**src/rtl/dmem_dma_pkg.sv**
```systemverilog
// Shared types and defaults for the dmem_dma block-copy engine.
package dmem_dma_pkg;

  localparam int unsigned DMA_AW = 8;
  localparam int unsigned DMA_DW = 8;

  typedef enum logic [1:0] {
    ST_IDLE  = 2'd0,
    ST_RUN   = 2'd1,
    ST_DRAIN = 2'd2,
    ST_DONE  = 2'd3
  } dma_state_t;

endpackage

```
**src/rtl/dmem_dma_if.sv**
```systemverilog
// RAM port bundle between the DMA engine (master) and the data RAM (slave).
interface dmem_dma_if #(
  parameter int unsigned AW = 8,
  parameter int unsigned DW = 8
);
  logic          wen;
  logic [AW-1:0] waddr;
  logic [DW-1:0] wdata;
  logic [AW-1:0] raddr;
  logic [DW-1:0] rdata;

  modport master (output wen, output waddr, output wdata, output raddr, input rdata);
  modport slave  (input wen, input waddr, input wdata, input raddr, output rdata);
endinterface

```
**src/rtl/dmem_dma_addr_cnt.sv**
```systemverilog
// Address counter: loads a base address, then increments modulo 2**AW on step.
module dma_addr_cnt #(
  parameter int unsigned AW = 8
) (
  input  logic          clk,
  input  logic          rst,
  input  logic          load,
  input  logic [AW-1:0] base,
  input  logic          step,
  output logic [AW-1:0] addr
);

  // load has priority over step; wrap comes free from the AW-bit add
  always_ff @(posedge clk) begin
    if (rst)       addr <= '0;
    else if (load) addr <= base;
    else if (step) addr <= addr + AW'(1);
  end

endmodule

```
**src/rtl/dmem_dma.sv**
```systemverilog
// dmem_dma: block copy SRC->DST over the 256x8 data RAM at one byte per cycle.
// Optional fill mode enabled by defining DMEM_DMA_FILL_EN (adds mode/fill_val).
module dmem_dma
  import dmem_dma_pkg::*;
#(
  parameter int unsigned AW = DMA_AW,
  parameter int unsigned DW = DMA_DW
) (
  input  logic          clk,
  input  logic          rst,
  input  logic          start,
  input  logic [AW-1:0] src,
  input  logic [AW-1:0] dst,
  input  logic [AW-1:0] len,
  input  logic          abort,
`ifdef DMEM_DMA_FILL_EN
  input  logic          mode,
  input  logic [DW-1:0] fill_val,
`endif
  output logic          busy,
  output logic          done,
  output logic          aborted,
  dmem_dma_if.master    mem
);

  logic          fill_in;
  logic [DW-1:0] fill_val_in;

`ifdef DMEM_DMA_FILL_EN
  assign fill_in     = mode;
  assign fill_val_in = fill_val;
`else
  assign fill_in     = 1'b0;
  assign fill_val_in = '0;
`endif

  dma_state_t    state_q, state_d;
  logic [AW-1:0] remain_q;
  logic [AW-1:0] raddr, waddr;
  logic [DW-1:0] wdata_q;
  logic          fill_q, wen_q, wen_d, aborted_q, busy_q, done_q;
  logic          accept_c, abort_c, last_c, rd_step_c, wr_step_c;

  assign accept_c = start && (state_q == ST_IDLE);
  assign abort_c  = abort && ((state_q == ST_RUN) || (state_q == ST_DRAIN));
  assign last_c   = (remain_q == AW'(1));

  // State register
  always_ff @(posedge clk) begin
    if (rst) state_q <= ST_IDLE;
    else     state_q <= state_d;
  end

  // Next state, write slot for the following cycle, and address counter steps
  always_comb begin
    state_d   = state_q;
    wen_d     = 1'b0;
    rd_step_c = 1'b0;
    wr_step_c = 1'b0;
    case (state_q)
      ST_IDLE: begin
        if (start) begin
          state_d = (len == '0) ? ST_DONE : ST_RUN;
          wen_d   = fill_in && (len != '0);
        end
      end
      ST_RUN: begin
        if (abort) begin
          state_d = ST_DONE;
        end else begin
          // copy: every read yields a write next cycle; fill: write while bytes remain
          wen_d     = !fill_q || !last_c;
          rd_step_c = !fill_q && !last_c;
          wr_step_c = wen_q && (!fill_q || !last_c);
          if (last_c) state_d = fill_q ? ST_DONE : ST_DRAIN;
        end
      end
      ST_DRAIN: state_d = ST_DONE;
      ST_DONE:  state_d = ST_IDLE;
      default:  state_d = ST_IDLE;
    endcase
  end

  // Request capture, byte counter, status flags and write-data hold
  always_ff @(posedge clk) begin
    if (rst) begin
      remain_q  <= '0;
      fill_q    <= 1'b0;
      wen_q     <= 1'b0;
      wdata_q   <= '0;
      aborted_q <= 1'b0;
      busy_q    <= 1'b0;
      done_q    <= 1'b0;
    end else begin
      wen_q  <= wen_d;
      busy_q <= (state_d != ST_IDLE);
      done_q <= (state_d == ST_DONE);
      if (accept_c) begin
        remain_q  <= len;
        fill_q    <= fill_in;
        aborted_q <= 1'b0;
        if (fill_in) wdata_q <= fill_val_in;
      end else begin
        if (state_q == ST_RUN) remain_q <= remain_q - AW'(1);
        if (abort_c)           aborted_q <= 1'b1;
        if (wen_q && !fill_q)  wdata_q <= mem.rdata;
      end
    end
  end

  dma_addr_cnt #(.AW(AW)) u_rd_cnt (
    .clk  (clk),
    .rst  (rst),
    .load (accept_c && !fill_in),
    .base (src),
    .step (rd_step_c),
    .addr (raddr)
  );

  dma_addr_cnt #(.AW(AW)) u_wr_cnt (
    .clk  (clk),
    .rst  (rst),
    .load (accept_c),
    .base (dst),
    .step (wr_step_c),
    .addr (waddr)
  );

  // Abort kills the write of its own cycle; copy data flows straight from the RAM
  assign mem.wen   = wen_q && !abort_c;
  assign mem.waddr = waddr;
  assign mem.raddr = raddr;
  assign mem.wdata = (wen_q && !fill_q) ? mem.rdata : wdata_q;

  assign busy    = busy_q;
  assign done    = done_q;
  assign aborted = aborted_q;

endmodule

```
**src/flat_wrapper.sv**
```systemverilog
// flat-port wrapper written by rule: the top's interface ports become plain ports
module dmem_dma_flat import dmem_dma_pkg::*;
#(
  parameter int unsigned AW = DMA_AW,
  parameter int unsigned DW = DMA_DW
)
  (clk, rst, start, src, dst, len, abort, busy, done, aborted, mem_wen, mem_waddr, mem_wdata, mem_raddr, mem_rdata);
  dmem_dma_if #(.AW(AW), .DW(DW)) mem_i ();
  input  logic clk;
  input  logic rst;
  input  logic start;
  input  logic [AW-1:0] src;
  input  logic [AW-1:0] dst;
  input  logic [AW-1:0] len;
  input  logic abort;
  output logic busy;
  output logic done;
  output logic aborted;
  output wire logic [$bits(mem_i.wen)-1:0] mem_wen;
  output wire logic [$bits(mem_i.waddr)-1:0] mem_waddr;
  output wire logic [$bits(mem_i.wdata)-1:0] mem_wdata;
  output wire logic [$bits(mem_i.raddr)-1:0] mem_raddr;
  input wire logic [$bits(mem_i.rdata)-1:0] mem_rdata;
  assign mem_wen = mem_i.wen;
  assign mem_waddr = mem_i.waddr;
  assign mem_wdata = mem_i.wdata;
  assign mem_raddr = mem_i.raddr;
  assign mem_i.rdata = mem_rdata;
  dmem_dma #(.AW(AW), .DW(DW)) u_core (.clk(clk), .rst(rst), .start(start), .src(src), .dst(dst), .len(len), .abort(abort), .busy(busy), .done(done), .aborted(aborted), .mem(mem_i));
endmodule
```
**config.mk**
```make
export PLATFORM = sky130hd
export DESIGN_NAME = dmem_dma_flat
export DESIGN_NICKNAME = d
export VERILOG_FILES = /design/src/rtl/dmem_dma_pkg.sv /design/src/rtl/dmem_dma_if.sv /design/src/rtl/dmem_dma_addr_cnt.sv /design/src/rtl/dmem_dma.sv /design/src/flat_wrapper.sv
export SDC_FILE = /design/constraint.sdc
export NUM_CORES = 1
export LEC_CHECK = 0
export ABC_AREA = 1
export ABC_CLOCK_PERIOD_IN_PS = 3700
export CAP_MARGIN = 10
export CORE_ASPECT_RATIO = 1.4
export CORE_UTILIZATION = 52
export DETAILED_ROUTE_END_ITERATION = 8
export PLACE_DENSITY_LB_ADDON = 0.08
export SLEW_MARGIN = 20
export SYNTH_ARGS = -nofsm -noshare
export SYNTH_HDL_FRONTEND = slang
export SYNTH_SLANG_ARGS = --single-unit
```
**constraint.sdc**
```tcl
create_clock -name clk -period 3.7 [get_ports clk]
set_input_delay 0.37 -clock clk [delete_from_list [all_inputs] [get_ports clk]]
set_output_delay 0.37 -clock clk [all_outputs]
set_load 0.05 [all_outputs]
```
==> results of run 1 <==
[per-stage QoR]
stage	std cells	power [µW]	setup slack (ns)	utilization (%)	area, µm²
after floorplan	330	1874	1.767	-	2287
after global placement	443	2202	1.491	68.15	2889
after detailed placement	443	2224	1.461	68.15	2889
after CTS	451	2583	1.264	70.66	2995
after global routing	451	2781	1.121	70.66	2995
final	451	2580	1.281	70.66	2995
[path summary, 6_finish.rpt]
kind	end	slack, ns
max	mem_wen	1.28
min	u_core.wdata_q[6]$_SDFFE_PP0N_	0.46
max reg2reg	u_core.remain_q[6]$_SDFFE_PP0P_	1.89
min reg2reg	u_core.wdata_q[6]$_SDFFE_PP0N_	0.46
[placed cells by master (no fill, tap or decap), types with 6 or more instances in the layout]
cell type,Yosys,final
nor2_1,59,59
dfxtp_1,38,38
ha_1,8,8
nand2_1,68,68
a21oi_1,10,10
nand3_1,20,20
clkdlybuf4s50_1,0,63
a211oi_1,6,6
o21ai_0,24,24
inv_1,33,33
[power by group through the flow]
| stage | combinational [µW] | sequential (µW) | clock (µW) |
|---|---|---|---|
| floorplan | 956 | 917 | 0 |
| global placement | 1510 | 691 | 0 |
| detailed placement | 1530 | 694 | 0 |
| CTS | 1540 | 688 | 354 |
| global route | 1700 | 713 | 370 |
| finish | 1540 | 689 | 350 |
[kinds of logic after synthesis]
group / after synthesis / share of synthesized area [%]
and+or+nand+nor: 171 / 32.71
AOI/OAI and AO/OA: 62 / 17.34
buffers and inverters: 50 / 11.93
DFF: 38 / 33.26
adders and majority gates: 8 / 4.377
xor gates and xnor gates: 1 / 0.3830
[worst register-to-register path: cells and delay by family, from the launching register on]
| family | cells | cell delay (ns) |
|---|---|---|
| fa+ha+maj | 1 | 0.23 |
| flops | 1 | 0.37 |
| compound gates | 3 | 0.30 |
| simple gates | 2 | 0.49 |
| buf+inv | 3 | 0.35 |
[layout make-up]
cell class,count,area (µm²)
multi-input combinational,242,1254
timing repair buffer,64,638.1
sequential,38,760.7
clock buffer,7,76.32
inverter,39,161.4
tap,60,75.07
clock inverter,1,30.03
fill,387,1244
[flip-flops by register name, indices dropped and copies added, names as in the netlist]
register / flops
u_core.remain_q: 8
u_core.u_rd_cnt.addr: 8
u_core.u_wr_cnt.addr: 8
u_core.wdata_q: 8
u_core.state_q: 2
u_core.aborted: 1
u_core.busy: 1
u_core.done: 1
u_core.wen_q: 1
[metal layers]
metal | up-vias | GRT usage, % | wire (µm)
li1 | 1197 | - | -
met1 | 1064 | 26.96 | 2228
met2 | 62 | 45.75 | 2720
met3 | 13 | 4.509 | 227
met4 | 0 | 9.524 | 104
met5 | - | 0 | 0
==> impl_results.md, run 1 <==
* Outcome: finished with violations
* Failing checks: design-rule violations
* Critical Path RT at 3.33 ns
* Sequential share of power at 26.7%
* Vias per cell at 5.180
* Type of the most critical hold path: flip-flop to flip-flop
* Largest stage delay, worst path at 0.82 ns
* Postcts setup bufs at 0
* Port bufs at 63
* Hold Vio Cnt, Final at 0
* Clock Tree Root: clkbuf_8
* HPWL Detailed at 3673 µm
* Initial antenna violation count at 0
* Die width at 58.05 µm
* Top-area cell type share of the netlist area at 33.26%
* Pint at 1280 µW
* Core footprint at 4239 µm²
* Starting density of the core at 53.96%
* Via Count at 2,336
* Power Density at 861.2 nW/µm²
* Synth warn at 0
* TritonRoute pass-1 iters at 9
* All-Layer GR Usage at 24.62%
* RSZ-0062 raised after global routing: false
* Distinct cell type count after synthesis at 36
* Area grow syn2layout at 30.96%
* CTS buffer count at 5
* Number of cells on the critical path at 4
* CTS tree: done
* Total grt overflow at 0
* Cell family with most CP delay: buffers and inverters
* Die Y at 80.47 µm
* Worst reg2reg startpoint: u_core.state_q[0]$_SDFF_PP0_
* Drt drc at 3
* Max Transition Viols Final at 0
* DRT antenna net count at 0
* GP Congestion at 0.9195
* Clock power share at 13.6%
* Sum Neg Setup Slack at 0 ns
* Slew @ Worst Pin at 0.5365 ns
* Fin crit period at 2.419 ns
* Largest cells by area after synthesis: dfxtp_1, nand2_1, nor2_1
* Cells after Synth at 330
* Hold path start: u_core.wdata_q[6]$_SDFFE_PP0N_
* Worst Setup SP: u_core.state_q[0]$_SDFF_PP0_
* Worst-Skew Late Latency at 0.30 ns
* Buf/Inv on CP at 2
* MaxCap Viol Count at 0
* Critical Path, Cell by Cell: inv_1 > ha_1 > a21oi_1 > clkdlybuf4s50_1
* # IOs at 64
* Data arrival, critical path at 2.05 ns
* Most common cell in the synthesized netlist: nand2_1
* Routed WL per cell at 11.71 µm
* Hold-critical path depth at 2
* Die area at 4671 µm²
* Share of cells above drive strength 1 at 8.184%
* Area leader, netlist: dfxtp_1
* DRT iter0 DRCs at 138
* H-tree levels at 2
* Setup Skew at 0.009610 ns
* First-pass GRT wire length at 8949 µm
* Gate power share at 59.7%
* Number of diodes at 0
* Setup violators final at 0
* Number of flops mapped to enable cells by yosys at 0
* FP Rows at 28
* Max-slew headroom at 64.19%
* Hold WS at 0.4595 ns
* P_sw at 1299 µW
* CTS resizes at 0
* Detailed Route WL at 5280 µm
* Leakage Power at 0.001237 µW
* Sw Ratio at 50.36%
* Clock Pin Slew Worst Setup and Hold Paths at 0.07 ns
* Ys async rst share at 0%
* Register bit total from synthesis at 38
* Slowest library cell on the worst path: clkdlybuf4s50_1
* Worst R2R Path Depth at 9
* Peak VDD IR at 500.5 µV
* Hold_buf cts at 0
* Largest net degree at the start of global routing at 46
* Dominant synthesized flop cell: dfxtp_1
* Critical path capture point type: output port
* Avg Synthesized Cell Area at 6.931 µm²
* CTS Sinks at 38
* Synth top cells by count: nand2_1, nor2_1, dfxtp_1, inv_1, o21ai_0
* CP Launch Type: flip-flop
* Mapped Area at 2287 µm²
* Peak Freq at 413.4 MHz
* Fin crit share at 65.37%
* Vias in the first global route at 2,137
* Critical-path maximum fanout at 4
* Post-synthesis sequential area ratio at 33.26%
* Syn Nets at 374
* Crit path kind: flip-flop to output port
* Layout Nets at 434
* CTS max path bufs at 2
Power figures use the tool's default switching activity.
==> inputs of run 2 (changes only) <==
--- a/config.mk
+++ b/config.mk
@@ -6,10 +6,10 @@
 export NUM_CORES = 1
 export LEC_CHECK = 0
 export ABC_AREA = 1
-export ABC_CLOCK_PERIOD_IN_PS = 3700
+export ABC_CLOCK_PERIOD_IN_PS = 2300
 export CAP_MARGIN = 10
 export CORE_ASPECT_RATIO = 1.4
-export CORE_UTILIZATION = 52
+export CORE_UTILIZATION = 48
 export DETAILED_ROUTE_END_ITERATION = 8
 export PLACE_DENSITY_LB_ADDON = 0.08
 export SLEW_MARGIN = 20
==> constraint.sdc (replaced) <==
create_clock -name clk -period 2.3 [get_ports clk]
set_input_delay 0.23 -clock clk [delete_from_list [all_inputs] [get_ports clk]]
set_output_delay 0.23 -clock clk [all_outputs]
set_load 0.05 [all_outputs]
==> run 2 against run 1 <==
  * The run now ends clean
  * First-iteration DRC count stayed put
  * Non-clock buffer count increased by 1
  * Largest power group unchanged
  * Critical endpoint is now mem_wdata[3]
  * Hold slack better by 0.0012 ns
==> impl_results.md, run 2 (synthesis gave the netlist of run 1 again) <==
* Outcome: finished, final reports clean
* DRT iter0 DRCs at 138 (unchanged)
* Sequential share of power at 26.0% (-0.7 points)
* Initial antenna violation count at 0 (unchanged)
* Port bufs at 63 (unchanged)
* Fin util at 66.39% (-4.3 points)
* Vias per cell at 5.119 (-1.2%)
* Worst reg2reg startpoint: u_core.state_q[0]$_SDFF_PP0_
* Leakage Power at 0.001260 µW (+1.8%)
* Hold path start: u_core.wdata_q[5]$_SDFFE_PP0N_
* CTS max path bufs at 2 (unchanged)
* Detailed Route WL at 5218 µm (-1.2%)
* Critical path capture point type: output port
* Crit path kind: flip-flop to output port
* Die Y at 83.68 µm (+4.0%)
* Clock power share at 16.0% (+2.4 points)
* P_sw at 2100 µW (+62%)
* Fin crit period at 2.062 ns
* FP Rows at 29 (+3.6%)
* Gate power share at 58.0% (-1.7 points)
* Data arrival, critical path at 1.83 ns (-0.22 ns)
* Worst-Skew Late Latency at 0.29 ns (about the same)
* Total grt overflow at 0 (unchanged)
* Critical Path, Cell by Cell: nand2_1 > o21ai_0 > clkdlybuf4s50_1
* Vias in the first global route at 2,149 (+0.56%)
* MaxCap Viol Count at 0 (unchanged)
* Setup violators final at 0 (unchanged)
* Drt drc at 0 (-3)
* Type of the most critical hold path: flip-flop to flip-flop
* CTS buffer count at 5 (unchanged)
* RR Endpoint: u_core.remain_q[6]$_SDFFE_PP0P_
* Cell family with most CP delay: buffers and inverters
* Pint at 2178 µW (+70%)
* Die width at 60.34 µm (+3.9%)
* Number of diodes at 0 (unchanged)
* TritonRoute pass-1 iters at 4 (-5)
* Slowest library cell on the worst path: clkdlybuf4s50_1
* Fin crit share at 89.63%
* Layout fillers at 438 (+13%)
* CTS tree: done
* Max-slew headroom at 66.67% (+2.5 points)
* Routed WL per cell at 11.49 µm (-1.8%)
* Via Count at 2,324 (-0.51%)
* Power Density at 1409 nW/µm² (+64%)
* Peak Freq at 485.1 MHz
* Peak VDD IR at 861.1 µV (+72%)
* Clock Pin Slew Worst Setup and Hold Paths at 0.08 ns (about the same)
* Critical-path maximum fanout at 18 (+14)
* # IOs at 64 (unchanged)
* Worst R2R Path Depth at 9 (unchanged)
* Clock Tree Root: clkbuf_8
* Max Transition Viols Final at 0 (unchanged)
* CP Launch Type: flip-flop
* Setup Skew at 0.006514 ns (-0.003096 ns)
* Commonest non-fill, non-tap cell in the layout: nand2_1
* Worst Hold Endpoint: u_core.wdata_q[5]$_SDFFE_PP0N_
* Area grow syn2layout at 32.71%
* Sum Neg Setup Slack at 0 ns (unchanged)
* DRT antenna net count at 0 (unchanged)
* HPWL Detailed at 3783 µm (+3.0%)
* Core footprint at 4572 µm² (+7.9%)
* First-pass GRT wire length at 8887 µm (-0.69%)
* Layout Nets at 435 (+0.23%)
* Hold Vio Cnt, Final at 0 (unchanged)
* Largest stage delay, worst path at 0.84 ns (+0.02 ns)
* Share of cells above drive strength 1 at 9.439% (+1.3 points)
* Die area at 5049 µm² (+8.1%)
* All-Layer GR Usage at 22.18% (-2.4 points)
* Hold-critical path depth at 2 (unchanged)
* Hold_buf cts at 0 (unchanged)
* Sw Ratio at 49.08% (-1.3 points)
* RSZ-0062 raised after global routing: false
* Commonest cells after routing, fill and taps aside: nand2_1, clkdlybuf4s50_1, nor2_1
* Buf/Inv on CP at 1 (-1)
* Slew @ Worst Pin at 0.4984 ns (-0.03810 ns)
* Starting density of the core at 50.03% (-3.9 points)
* Largest net degree at the start of global routing at 46 (unchanged)
* Critical Path RT at 2.07 ns (-1.26 ns)
* CTS Sinks at 38 (unchanged)
* R2R setup slack at 0.56 ns (-1.33 ns)
* H-tree levels at 2 (unchanged)
* GP Congestion at 0.8886 (-3.4%)
[run 2: metrics by stage]
step	hold WS (ns)	total power (µW)	cell area (µm²)	instances	worst slack, ns
2_1_floorplan	0.3636	3014	2287	330	0.3770
3_3_place_gp	0.4454	3564	2897	446	0.3883
3_5_place_dp	0.4452	3596	2897	446	0.3643
4_1_cts	0.4594	4291	3034	454	0.04946
5_1_grt	0.4770	4579	3035	454	0.1006
6_report	0.4608	4278	3035	454	0.2385
[run 2: worst min-delay path, delay by kind of cell (launching register included)]
family,cells,cell delay (ns)
buf+inv,1,0.06
compound gates,1,0.06
flops,1,0.30
[run 2: area by class of cell]
type / instances / area [µm²] / share of cell area [%]
Multi-Input combinational cell: 242 / 1254 / 41.30
Timing Repair Buffer: 65 / 643.1 / 21.19
Sequential cell: 38 / 762.0 / 25.10
Clock buffer: 5 / 68.82 / 2.267
Tap cell: 62 / 77.57 / 2.556
Clock inverter: 3 / 68.82 / 2.267
Inverter: 39 / 161.4 / 5.317
[run 2: layer usage]
layer  wire, µm  global-route usage [%]  share of wire, %
met1       2258                   25.34                43
met3        248                   4.341               4.8
met2       2641                   39.26                51
met5          0                       0                 0
met4         69                   7.400               1.3
[run 2: how the worst max path moves through the flow]
stage	from	endpoint	cells past startpoint	slack [ns]
after floorplan	u_core.wen_q$_SDFF_PP0_	u_core.wdata_q[2]$_SDFFE_PP0N_	4	0.38
after global placement	mem_rdata[2]	mem_wdata[2]	4	0.39
after detailed placement	mem_rdata[3]	mem_wdata[3]	4	0.36
after CTS	u_core.wen_q$_SDFF_PP0_	mem_wdata[3]	3	0.05
after global routing	u_core.wen_q$_SDFF_PP0_	mem_wdata[3]	3	0.10
final	u_core.wen_q$_SDFF_PP0_	mem_wdata[3]	3	0.24
[run 2: repair_timing]
action,4_1_cts,5_1_grt
setup endpoints to repair,0,8
resized for setup,0,1
setup buffers,0,0
[run 2: power groups by stage]
| stage | registers [µW] | logic (µW) | clock network (µW) |
|---|---|---|---|
| after floorplan | 1480 | 1540 | 0 |
| after global placement | 1120 | 2450 | 0 |
| after detailed placement | 1120 | 2480 | 0 |
| after CTS | 1110 | 2490 | 695 |
| after global routing | 1150 | 2710 | 725 |
| final | 1110 | 2480 | 687 |
==> inputs of run 3 (changes only) <==
--- a/config.mk
+++ b/config.mk
@@ -12,7 +12,6 @@
 export CORE_UTILIZATION = 48
 export DETAILED_ROUTE_END_ITERATION = 8
 export PLACE_DENSITY_LB_ADDON = 0.08
-export SLEW_MARGIN = 20
 export SYNTH_ARGS = -nofsm -noshare
 export SYNTH_HDL_FRONTEND = slang
 export SYNTH_SLANG_ARGS = --single-unit
==> results of run 3 <==
The final DEF is identical to that of run 2; final timing and power are the same.
